==> src/rtl/mem_responder.sv <==
// mem_responder: valid/ready memory responder serving read, write, double (M+M)
// and complement (~M) requests on a 2^ADDR_W x DATA_W memory, with WAIT_CYCLES
// programmable wait states between request accept and execution.
// Optional feature: define MEM_WP_EN to write-protect addresses 0..WP_TOP; a
// modifying op on a protected address leaves memory untouched and sets rsp_err.
// Reset reloads the program image into the memory.
module mem_responder #(
   parameter int ADDR_W      = 4,
   parameter int DATA_W      = 8,
   parameter int WAIT_CYCLES = 1,
   parameter int WP_TOP      = 7
) (
   input  logic              clk,
   input  logic              rst,
   input  logic              req_valid,
   output logic              req_ready,
   input  logic [1:0]        req_op,
   input  logic [ADDR_W-1:0] req_addr,
   input  logic [DATA_W-1:0] req_wdata,
   output logic              rsp_valid,
   input  logic              rsp_ready,
   output logic [DATA_W-1:0] rsp_rdata,
   output logic              rsp_err
);

   localparam int DEPTH = 1 << ADDR_W;
   localparam logic [3:0] WAIT_LAST = 4'(WAIT_CYCLES - 1);

   localparam logic [1:0] OP_READ   = 2'b00;
   localparam logic [1:0] OP_WRITE  = 2'b01;
   localparam logic [1:0] OP_DOUBLE = 2'b10;
   localparam logic [1:0] OP_COMPL  = 2'b11;

   typedef enum logic [1:0] {
      IDLE,
      WAIT,
      EXEC,
      RESP
   } state_t;

   state_t              state_q, state_d;
   logic [3:0]          cnt_q, cnt_d;
   logic [1:0]          op_q, op_d;
   logic [ADDR_W-1:0]   addr_q, addr_d;
   logic [DATA_W-1:0]   wdata_q, wdata_d;
   logic [DATA_W-1:0]   rdata_q, rdata_d;
   logic                err_q, err_d;
   logic [DATA_W-1:0]   mem_q [DEPTH];
   logic [DATA_W-1:0]   mem_d [DEPTH];
   logic                mem_we;
   logic [DATA_W-1:0]   mem_wval;
   logic [DATA_W-1:0]   cur_word;

   // Program image loaded on reset; addresses beyond the image come up as zero.
   function automatic logic [DATA_W-1:0] image_word(input int idx);
      logic [7:0] b;
      case (idx)
         0:       b = 8'h08;
         1:       b = 8'h18;
         2:       b = 8'h28;
         3:       b = 8'h38;
         4:       b = 8'h48;
         5:       b = 8'h58;
         6:       b = 8'h68;
         7:       b = 8'h89;
         8:       b = 8'h09;
         9:       b = 8'h08;
         10:      b = 8'h08;
         11:      b = 8'h09;
         12:      b = 8'h08;
         13:      b = 8'h08;
         14:      b = 8'h09;
         15:      b = 8'h08;
         default: b = 8'h00;
      endcase
      return DATA_W'(b);
   endfunction

   assign cur_word  = mem_q[addr_q];
   assign req_ready = (state_q == IDLE);
   assign rsp_valid = (state_q == RESP);
   assign rsp_rdata = rdata_q;
   assign rsp_err   = err_q;

`ifndef MEM_WP_EN
   logic wp_unused;
   assign wp_unused = (WP_TOP != 0);
`endif

   // Next-state logic: accept in IDLE, count wait states, execute once, hold the response.
   always_comb begin
      state_d  = state_q;
      cnt_d    = cnt_q;
      op_d     = op_q;
      addr_d   = addr_q;
      wdata_d  = wdata_q;
      rdata_d  = rdata_q;
      err_d    = err_q;
      mem_we   = 1'b0;
      mem_wval = '0;
      case (state_q)
         IDLE: begin
            if (req_valid) begin
               op_d    = req_op;
               addr_d  = req_addr;
               wdata_d = req_wdata;
               cnt_d   = '0;
               state_d = (WAIT_CYCLES > 0) ? WAIT : EXEC;
            end
         end
         WAIT: begin
            if (cnt_q == WAIT_LAST) begin
               cnt_d   = '0;
               state_d = EXEC;
            end else begin
               cnt_d = cnt_q + 4'd1;
            end
         end
         EXEC: begin
            err_d = 1'b0;
            case (op_q)
               OP_READ: begin
                  rdata_d = cur_word;
               end
               OP_WRITE: begin
                  mem_we   = 1'b1;
                  mem_wval = wdata_q;
                  rdata_d  = wdata_q;
               end
               OP_DOUBLE: begin
                  mem_we   = 1'b1;
                  mem_wval = cur_word + cur_word;
                  rdata_d  = cur_word + cur_word;
               end
               OP_COMPL: begin
                  mem_we   = 1'b1;
                  mem_wval = ~cur_word;
                  rdata_d  = ~cur_word;
               end
            endcase
`ifdef MEM_WP_EN
            if ((op_q != OP_READ) && (int'(addr_q) <= WP_TOP)) begin
               mem_we  = 1'b0;
               err_d   = 1'b1;
               rdata_d = cur_word;
            end
`endif
            state_d = RESP;
         end
         RESP: begin
            if (rsp_ready) begin
               state_d = IDLE;
            end
         end
         default: state_d = IDLE;
      endcase
   end

   // Memory update: only the addressed word changes, and only during EXEC.
   always_comb begin
      mem_d = mem_q;
      if (mem_we) begin
         mem_d[addr_q] = mem_wval;
      end
   end

   // State, request latches, response registers and memory; reset reloads the image.
   always_ff @(posedge clk or posedge rst) begin
      if (rst) begin
         state_q <= IDLE;
         cnt_q   <= '0;
         op_q    <= '0;
         addr_q  <= '0;
         wdata_q <= '0;
         rdata_q <= '0;
         err_q   <= 1'b0;
         for (int i = 0; i < DEPTH; i++) begin
            mem_q[i] <= image_word(i);
         end
      end else begin
         state_q <= state_d;
         cnt_q   <= cnt_d;
         op_q    <= op_d;
         addr_q  <= addr_d;
         wdata_q <= wdata_d;
         rdata_q <= rdata_d;
         err_q   <= err_d;
         mem_q   <= mem_d;
      end
   end

endmodule

==> config.mk <==
export PLATFORM = sky130hd
export DESIGN_NAME = mem_responder
export DESIGN_NICKNAME = d
export VERILOG_FILES = /design/src/rtl/mem_responder.sv
export SDC_FILE = /design/constraint.sdc
export NUM_CORES = 1
export LEC_CHECK = 0
export BUFFER_PORTS_ARGS = -buffer_cell sky130_fd_sc_hd__buf_2
export CAP_MARGIN = 25
export CORE_MARGIN = 1
export CORE_UTILIZATION = 30
export CTS_CLUSTER_DIAMETER = 120
export DETAILED_ROUTE_END_ITERATION = 12
export PLACE_DENSITY = 0.42
export SYNTH_ARGS = -nofsm -noshare
export SYNTH_HDL_FRONTEND = slang
export SYNTH_SLANG_ARGS = --single-unit
==> constraint.sdc <==
create_clock -name clk -period 4.4 [get_ports clk]
set_clock_uncertainty 0.15 [all_clocks]
set_input_delay 0.22 -clock clk [delete_from_list [all_inputs] [get_ports clk]]
set_output_delay 0.22 -clock clk [all_outputs]
set_load 0.05 [all_outputs]
=== Word level (Yosys, flattened, before mapping) ===
Index checks and enable logic that the tools add are counted.

* Logic and storage cells: 64
* Bits in registers: 156

* Equality and inequality tests: 9
* Reductions and logical operators: 9
* Add/sub/neg operators: 2
* Mux-type cells: 18
* Bitwise gates (word level): 2
* Magnitude comparators: 2

{| class="wikitable"
|+ Operator list
! operator !! number
|-
| $bwmux 128 || 1
|-
| $bmux 8 s4 || 1
|-
| $demux 8 s4 || 1
|-
| $mux 8 || 4
|-
| $pmux 8 s4 || 1
|-
| $pmux 8 s3 || 1
|-
| $add 8x8->8 || 1
|-
| $eq 2x2->1 const B || 4
|-
| $mux 4 || 2
|-
| $not 8->8 || 1
|-
| $pmux 2 s4 || 1
|-
| $pmux 4 s2 || 1
|-
| $mux 2 || 3
|-
| $ge 5x5->1 const B || 1
|-
| $lt 5x1->1 const B || 1
|-
| $not 4->5 || 1
|-
| $add 4x1->4 const B || 1
|-
| $eq 2x1->1 const B || 2
|-
| $logic_not 2->1 || 2
|-
| $logic_not 4->1 || 1
|-
| $ne 2x2->1 const B || 2
|-
| $reduce_and 2->1 || 2
|-
| $reduce_and 3->1 || 1
|-
| $reduce_or 3->1 || 1
|-
| other kinds (4) || 5
|}

=== Logic depth before layout (Yosys ltp) ===
Gate-level depths: netlist of run 1.

* Depth in word-level cells: 8
* Depth in mapped cells: 10

=== Worst setup path after synthesis of run 1 ===
OpenSTA, ideal clock, no wires.

* Kind: reg2reg
* Start point: reg state_q[0]
* End point: reg mem_q[25] (netlist name)
* Slack: 2.045 ns
* Cell stages (with the launch flop): 8
* Clock period less this slack: 2.355 ns
* Required time: 4.125 ns
* Data arrival time: 2.080 ns
* Cells stage by stage: dfrtp_1 -> inv_1 -> ha_1 -> buf_2 -> o21ai_1 -> or3_1 -> nor3_1 -> mux2_2

* Cells in the longest elaborated chain, start to end: 3
* Elaborated cells between the ends (all ways): 4
* Classes of those cells: eq/ne (1); mux (3)

{| class="wikitable"
|+ Ends and longest elaborated chain
! what !! line !! source
|-
| start: declaration || 41 || <nowiki>state_t state_q, state_d;</nowiki>
|-
| start signal: assignment || 181 || <nowiki>state_q <= state_d;</nowiki>
|-
| $eq 2x2->1 * || 101 || <nowiki>case (state_q)</nowiki>
|-
| $mux 8 || 101 ||
|-
| $bwmux 128 || 163 || <nowiki>mem_d[addr_q] = mem_wval;</nowiki>
|-
| end signal: indexed assignment || 178 || <nowiki>mem_q[i] <= image_word(i);</nowiki>
|-
| end signal: assignment || 188 || <nowiki>mem_q <= mem_d;</nowiki>
|-
| end: declaration || 48 || <nowiki>logic [DATA_W-1:0] mem_q [DEPTH];</nowiki>
|}

Every way passes the cells marked *; elsewhere a longest branch is shown, timed or not.
A chain may end at the register's enable or synchronous reset.

=== Worst setup path after layout of run 1 ===
* Start point: reg addr_q[0]
* End point: reg mem_q[88] (netlist name)

* Cells in the longest elaborated chain, start to end: 8
* Elaborated cells between the ends (all ways): 14
* Classes of those cells: add/sub (1); order compare (2); mux (8); bitwise (2); reduce/logical (1)

{| class="wikitable"
|+ Ends and longest elaborated chain
! what !! line !! source
|-
| start: declaration || 44 || <nowiki>logic [ADDR_W-1:0] addr_q, addr_d;</nowiki>
|-
| start signal: assignment || 184 || <nowiki>addr_q <= addr_d;</nowiki>
|-
| $not 4->5 (not written as such) * || 79, 163 ||
|-
| $bmux 8 s4 || 79 || <nowiki>assign cur_word = mem_q[addr_q];</nowiki>
|-
| $mux 8 (not written as such) (2 in series) || 79 ||
|-
| $add 8x8->8 or $not 8->8 (tied branches) || 132, 137 ||
|-
| $pmux 8 s3 || 121 || <nowiki>case (op_q)</nowiki>
|-
| $mux 8 || 101 ||
|-
| $bwmux 128 * || 163 ||
|}

Every way passes the cells marked *; elsewhere a longest branch is shown, timed or not. The select of a mux whose other input is x is not followed.

==> results of run 1 <==
## area by class of cell
cell class | instances | share of cell area [%]
Inverter | 11 | 0.5025
Timing Repair Buffer | 67 | 5.807
Clock buffer | 21 | 5.248
Clock inverter | 11 | 1.745
Multi-Input combinational cell | 508 | 38.08
Tap cell | 330 | 4.606
Sequential cell | 156 | 44.01
## flip-flops by register name, indices dropped and copies added, names as in the netlist
signal	flops
addr_q	4
cnt_q	4
mem_q	128
op_q	2
rsp_rdata	8
state_q	2
wdata_q	8
## power by group through the flow
stage	sequential (W)	clock, W	combinational [W]
finish	0.00261	0.00158	0.00342
global route	0.00270	0.00167	0.00374
CTS	0.00271	0.00162	0.00332
detailed placement	0.00273	0	0.00331
global placement	0.00271	0	0.00325
floorplan	0.00254	0	0.00255
## cells in the final DEF (no fill, tap or decap), types with 3 or more instances in the layout
| cell type | netlist | layout |
|---|---|---|
| dfrtp_1 | 126 | 125 |
| nor2_1 | 88 | 88 |
| nand2_1 | 68 | 68 |
| a31oi_1 | 66 | 66 |
| mux2i_1 | 53 | 53 |
| nor3_1 | 33 | 33 |
| o31ai_1 | 32 | 32 |
| mux2_2 | 31 | 31 |
| dfstp_2 | 30 | 30 |
| buf_2 | 12 | 27 |
| a22o_1 | 25 | 25 |
| buf_4 | 8 | 21 |
| o21ai_0 | 19 | 19 |
| clkbuf_16 | 0 | 17 |
| dlygate4sd3_1 | 0 | 16 |
| o21ai_1 | 13 | 13 |
| inv_1 | 11 | 10 |
| or3_1 | 10 | 10 |
| a41oi_1 | 7 | 7 |
| mux4_2 | 7 | 7 |
| nand3_1 | 6 | 6 |
| ha_1 | 6 | 6 |
| nor2b_1 | 5 | 5 |
| nand2b_1 | 5 | 5 |
| clkinvlp_4 | 0 | 4 |
| inv_6 | 0 | 4 |
| a21o_1 | 3 | 3 |
| bufinv_16 | 0 | 3 |
| clkbuf_8 | 0 | 3 |
## logic make-up after synthesis
| family | after synthesis | synth area share, % |
|---|---|---|
| AOI/OAI and AO/OA | 181 | 16.58 |
| xor gates and xnor gates | 1 | 0.1139 |
| adders and majority gates | 6 | 0.9761 |
| buffers and inverters | 65 | 4.539 |
| DFF | 156 | 51.24 |
| muxes | 91 | 13.49 |
| other | 1 | 0.04876 |
| and+or+nand+nor | 228 | 13.01 |
## synth_stat cells, drive strengths merged, types with 2 or more instances
library cell	count
or3	10
dfstp	30
inv	11
a21o	3
or4	2
o31a	2
a41oi	7
and2	2
or2	2
ha	6
mux2	31
nand4	2
nor3	33
nand2b	5
o31ai	33
nand3	6
o221ai	2
nor2	88
clkbuf	24
mux4	7
nor2b	5
buf	30
a221oi	2
and2b	2
nor4	3
a22o	25
o21ai	32
nand2	68
mux2i	53
a31oi	67
dfrtp	126
## layer usage
| metal | vias to the layer above | global-route usage [%] | share of wire (%) |
|---|---|---|---|
| met5 | - | 0 | 0 |
| met4 | 0 | 5.703 | 1.6 |
| met3 | 23 | 2.783 | 3.5 |
| met2 | 114 | 29.34 | 48 |
| met1 | 2952 | 23.92 | 47 |
| li1 | 2737 | - | - |
## through the flow
| step | util, % | area, µm² | power (W) | setup slack (ns) |
|---|---|---|---|---|
| floorplan | - | 7695 | 0.005091 | 2.045 |
| global placement | 32.25 | 8122 | 0.005956 | 1.020 |
| detailed placement | 32.28 | 8129 | 0.006034 | 1.018 |
| CTS | 35.41 | 8916 | 0.007647 | 1.006 |
| global route | 35.60 | 8964 | 0.008118 | 1.042 |
| finish | 35.60 | 8964 | 0.007618 | 1.226 |
## worst max-delay path, delay by kind of cell (launching register included)
kind	cells	cell delay, ns
DFF	1	0.68
buffers and inverters	1	0.31
and+or+nand+nor	1	0.16
AOI/OAI and AO/OA	2	0.62
muxes	2	1.12
## final timing paths
path,cells after the start,endpoint
max,6,mem_q[88]
min,4,state_q[0]
max reg2reg,6,mem_q[88]
min reg2reg,2,mem_q[56]
max in group asynchronous,5,mem_q[71]
min in group asynchronous,3,state_q[0]
==> impl_metrics.csv, run 1 <==
group,metric,value,unit
critical_path,path_common_cell,"mux4_2",
critical_path,slowest_delay,0.68,ns
floorplan,io_pins,29,
pwr,p_comb_share,44.9,%
grt,grt_pass1_vias,5960,
pwr,p_sw,0.003253,W
grt,grt_pass1_wl,35000,µm
critical_path,path_max_fanout,44,
critical_path,worstSetupStartpointType,"flip-flop",
detailed_routing,drc,0,
clocking,cts_made_buffers,17,
run_status,status,"finished clean",
cells_and_area,fill_cells,2538,
timing,hold_slack,0.06387,ns
logic_synthesis,syn_area_per_cell,10.55,µm²
pwr,sw_frac_of_total,42.71,%
pwr,power-per-cell-area,849.8,nW/µm²
logic_synthesis,ys_ff_latch,156,
critical_path,crit_arrival,3.36,ns
logic_synthesis,async_reset_ff_share,100.0,%
logic_synthesis,synthTopCellsByArea,"dfrtp_1 (41%), dfstp_2 (10%), mux2i_1 (6.9%)",
logic_synthesis,synth_edf_count,0,
clocking,ctsLongestPathBuffers,2,
grt,antenna_found_initial,0,
timing,min_period,3.174,ns
logic_synthesis,yosys_warnings,0,
clocking,clk_pin_slew,0.07,ns
critical_path,worstSetupStartpoint,"addr_q[0]",
floorplan,start_util,30.54,%
timing,report.final.hold_viol_count,0,
logic_synthesis,synth_nets,753,
grt,grt_max_degree,85,
cells_and_area,antennaDiodeCount,0,
logic_synthesis,ys_seq_area_share,51.24,%
pwr,p_leak,3.756,nW
cells_and_area,final_nets,785,
hold_path,min_from,"rsp_ready",
logic_synthesis,synth_area,7691,µm²
timing,finalCritPeriodShare,72.14,%
clocking,clock_latency,0.44,ns
floorplan,die_x,162.1,µm
logic_synthesis,yosys.area.top_type,"dfrtp_1",
placed_design,io_buffers,27,
cells_and_area,stdcell_count,1104,
pwr,seq_power_share,34.3,%
placed_design,hpwl,14990,µm
timing,max_freq,315.0,MHz
timing,worstMarginPinSlew,1.096,ns
clocking,post_cts_resized,0,
detailed_routing,drtIter0Drc,341,
critical_path,worst_setup_path_end_kind,"flip-flop",
logic_synthesis,synth_top_cell_area_share,41.00,%
pwr,p_int,0.004364,W
detailed_routing,firstDrtPassIters,5,
clocking,cts_setup_buffers,0,
placed_design,dp_cells,1054,
cells_and_area,area_delta_synth_final,16.54,%
floorplan,rows,58,
detailed_routing,via_per_inst,5.277,
hold_path,min_path_type,"in2reg",
clocking,postCtsHoldBufs,16,
logic_synthesis,synth_ff_type,"dfrtp_1",
critical_path,path_class,"reg2reg",
detailed_routing,wl,22000,µm
placed_design,place.gp.congestion,0.7993,
pwr,vdd_drop_max,0.3603,mV
cells_and_area,drive_above_1_share,20.93,%
grt,track_usage,17.82,%
cells_and_area,multi_input_area,3413,µm²
cells_and_area,seq_area,3945,µm²
clocking,cts_tree,"yes",
clocking,cts-root-buf,"clkbuf_16",
critical_path,required,4.59,ns
logic_synthesis,synth.distinct_cells,50,
timing,rsz0062_at_grt,"no",
job,max_cap_violations,0,
detailed_routing,num_vias,5826,
floorplan,core_area,25180,µm²
timing,finalSetupViolations,0,
clocking,h-tree-depth,4,
floorplan,die_h,162.1,µm
detailed_routing,wire_per_inst,19.93,µm
critical_path,r2r-start,"addr_q[0]",
clocking,clock_sinks,156,
logic_synthesis,netlist_instances,729,
critical_path,r2r_slack,1.23,ns
detailed_routing,postRouteAntennaNets,0,
timing,tns,0,ns
pwr,clock_power_share,20.8,%
floorplan,die-area,26280,µm²
critical_path,crit_chain,"buf_16 > mux4_2 > mux4_2 > nand2_1 > o2111ai_4 > o21ai_0",
grt,overflow,0,
critical_path,cpMaxStageDelayCell,"dfrtp_4",
timing,final_max_slew_viol_count,0,
timing,relSlewSlack,26.41,%
Note: power is estimated with default switching activity, not from simulation.
==> run 2, diff against run 1 <==
Clock period 4.4 ns to 2.6 ns, I/O delays scaled along.
==> impl_metrics.csv, run 2 (same netlist as run 1, synthesis figures left out) <==
group,metric,value,unit
grt,grt_pass1_vias,6252,
clocking,cts-root-buf,"clkbuf_16",
detailed_routing,wire_per_inst,19.92,µm
grt,grt_max_degree,95,
cells_and_area,stdcell_count,1149,
critical_path,worst_setup_path_end_kind,"flip-flop",
timing,final_max_slew_viol_count,0,
detailed_routing,drc,0,
critical_path,path_common_cell,"mux4_2",
pwr,power-per-cell-area,1448,nW/µm²
detailed_routing,wl,22890,µm
cells_and_area,area_delta_synth_final,23.20,%
floorplan,die-area,26280,µm²
critical_path,path_max_fanout,8,
floorplan,rows,58,
critical_path,crit_arrival,2.73,ns
placed_design,io_buffers,27,
cells_and_area,largest_reg_flops,128,
placed_design,dp_cells,1093,
detailed_routing,num_vias,5983,
clocking,clk_pin_slew,0.07,ns
critical_path,slowest_delay,0.56,ns
floorplan,die_h,162.1,µm
placed_design,hpwl,15960,µm
cells_and_area,final_common_cell,"dfrtp_1",
clocking,ctsLongestPathBuffers,2,
detailed_routing,drtIter0Drc,411,
critical_path,cpMaxStageDelayCell,"mux4_2",
timing,report.final.hold_viol_count,0,
clocking,clock_latency,0.43,ns
clocking,cts_tree,"yes",
cells_and_area,layout_common_cells,"dfrtp_1 (124), nor2_1 (88), nand2_1 (66), a31oi_1 (65), buf_4 (55)",
cells_and_area,drive_above_1_share,26.98,%
floorplan,io_pins,29,
timing,worstMarginPinSlew,1.041,ns
cells_and_area,final_nets,830,
run_status,status,"finished clean",
cells_and_area,final_area,9475,µm²
critical_path,required,2.77,ns
cells_and_area,antennaDiodeCount,0,
clocking,cts_made_buffers,17,
floorplan,core_area,25180,µm²
grt,antenna_found_initial,0,
floorplan,die_x,162.1,µm
critical_path,crit_family,"multiplexers",
placed_design,place.gp.congestion,0.7891,
cells_and_area,final_util,37.63,%
clocking,clock_sinks,156,
cells_and_area,regMostFlops,"mem_q",
detailed_routing,via_per_inst,5.207,
timing,relSlewSlack,29.88,%
detailed_routing,firstDrtPassIters,7,
critical_path,cp_num_buf_inv,1,
critical_path,worstSetupStartpointType,"flip-flop",
job,max_cap_violations,0,
grt,overflow,0,
placed_design,place_area,8482,µm²
timing,min_period,2.566,ns
timing,tns,0,ns
timing,finalCritPeriodShare,98.68,%
hold_path,min_path_type,"in2async",
floorplan,start_util,30.54,%
detailed_routing,postRouteAntennaNets,0,
timing,finalSetupViolations,0,
critical_path,path_class,"reg2reg",
pwr,vdd_drop_max,0.6329,mV
pwr,p_leak,4.028,nW
grt,grt_pass1_wl,36090,µm
timing,max_freq,389.8,MHz
clocking,h-tree-depth,4,
grt,track_usage,18.20,%
critical_path,crit_chain,"buf_12 > mux4_2 > mux4_2 > nand2_4 > o31ai_4 > mux2_2",
[run 2: area by class of cell]
class | instances | area (µm²)
Fill cell | 2478 | 15710
Sequential cell | 156 | 3946
Multi-Input combinational cell | 509 | 3532
Timing Repair Buffer | 111 | 937.1
Clock buffer | 17 | 425.4
Tap cell | 330 | 412.9
Clock inverter | 15 | 176.4
Inverter | 11 | 45.04
[run 2: path summary, 6_finish.rpt]
| kind | start | to | slack [ns] | depth (start not counted) |
|---|---|---|---|---|
| worst max-delay path | addr_q[0] | mem_q[81] | 0.03 | 6 |
| worst max register to register | addr_q[0] | mem_q[81] | 0.03 | 6 |
| max in group asynchronous | rst | mem_q[78] | 1.46 | 4 |
| worst min-delay path | rst | wdata_q[1] | 0.03 | 3 |
| min in group clk | req_wdata[5] | wdata_q[5] | 0.32 | 3 |
| worst min register to register | mem_q[64] | mem_q[64] | 0.32 | 2 |
[run 2: what timing repair did]
| item | 4_1_cts | 5_1_grt |
|---|---|---|
| hold buffers | 17 | 0 |
| endpoints found under the setup margin | 23 | 88 |
| cloned | 0 | 2 |
| hold endpoints to repair | 144 | 0 |
| setup buffers | 1 | 5 |
| pin swaps | 1 | 6 |
| gates resized for setup | 4 | 30 |
[run 2: where the power goes]
group	switching [W]	internal [W]
Sequential	0.000741	0.00363
Clock	0.00111	0.00145
Combinational	0.00399	0.00280
Total	0.00584	0.00787
[run 2: through the flow]
stage | worst slack [ns] | hold slack (ns) | total power [W]
2_1_floorplan | 0.2454 | 0.1305 | 0.008615
3_3_place_gp | -0.1373 | -0.07327 | 0.01060
3_5_place_dp | -0.1130 | -0.06846 | 0.01075
4_1_cts | -0.01878 | 0.02620 | 0.01341
5_1_grt | -0.03507 | 0.04881 | 0.01463
6_report | 0.03437 | 0.03121 | 0.01372
[run 2: worst register-to-register path, stage by stage, from the launching register on]
cell     delay, ns
dfrtp_4       0.47
buf_12        0.14
mux4_2        0.51
mux4_2        0.56
nand2_4       0.15
o31ai_4       0.14
mux2_2        0.34
[run 2: layer usage]
metal  up-vias  part of all wire, %  track usage [%]
met2       108                   48            30.30
li1       2847                    -                -
met4         0                  1.6            4.931
met5         -                    0                0
met1      3003                   47            24.20
met3        25                  3.1            3.345
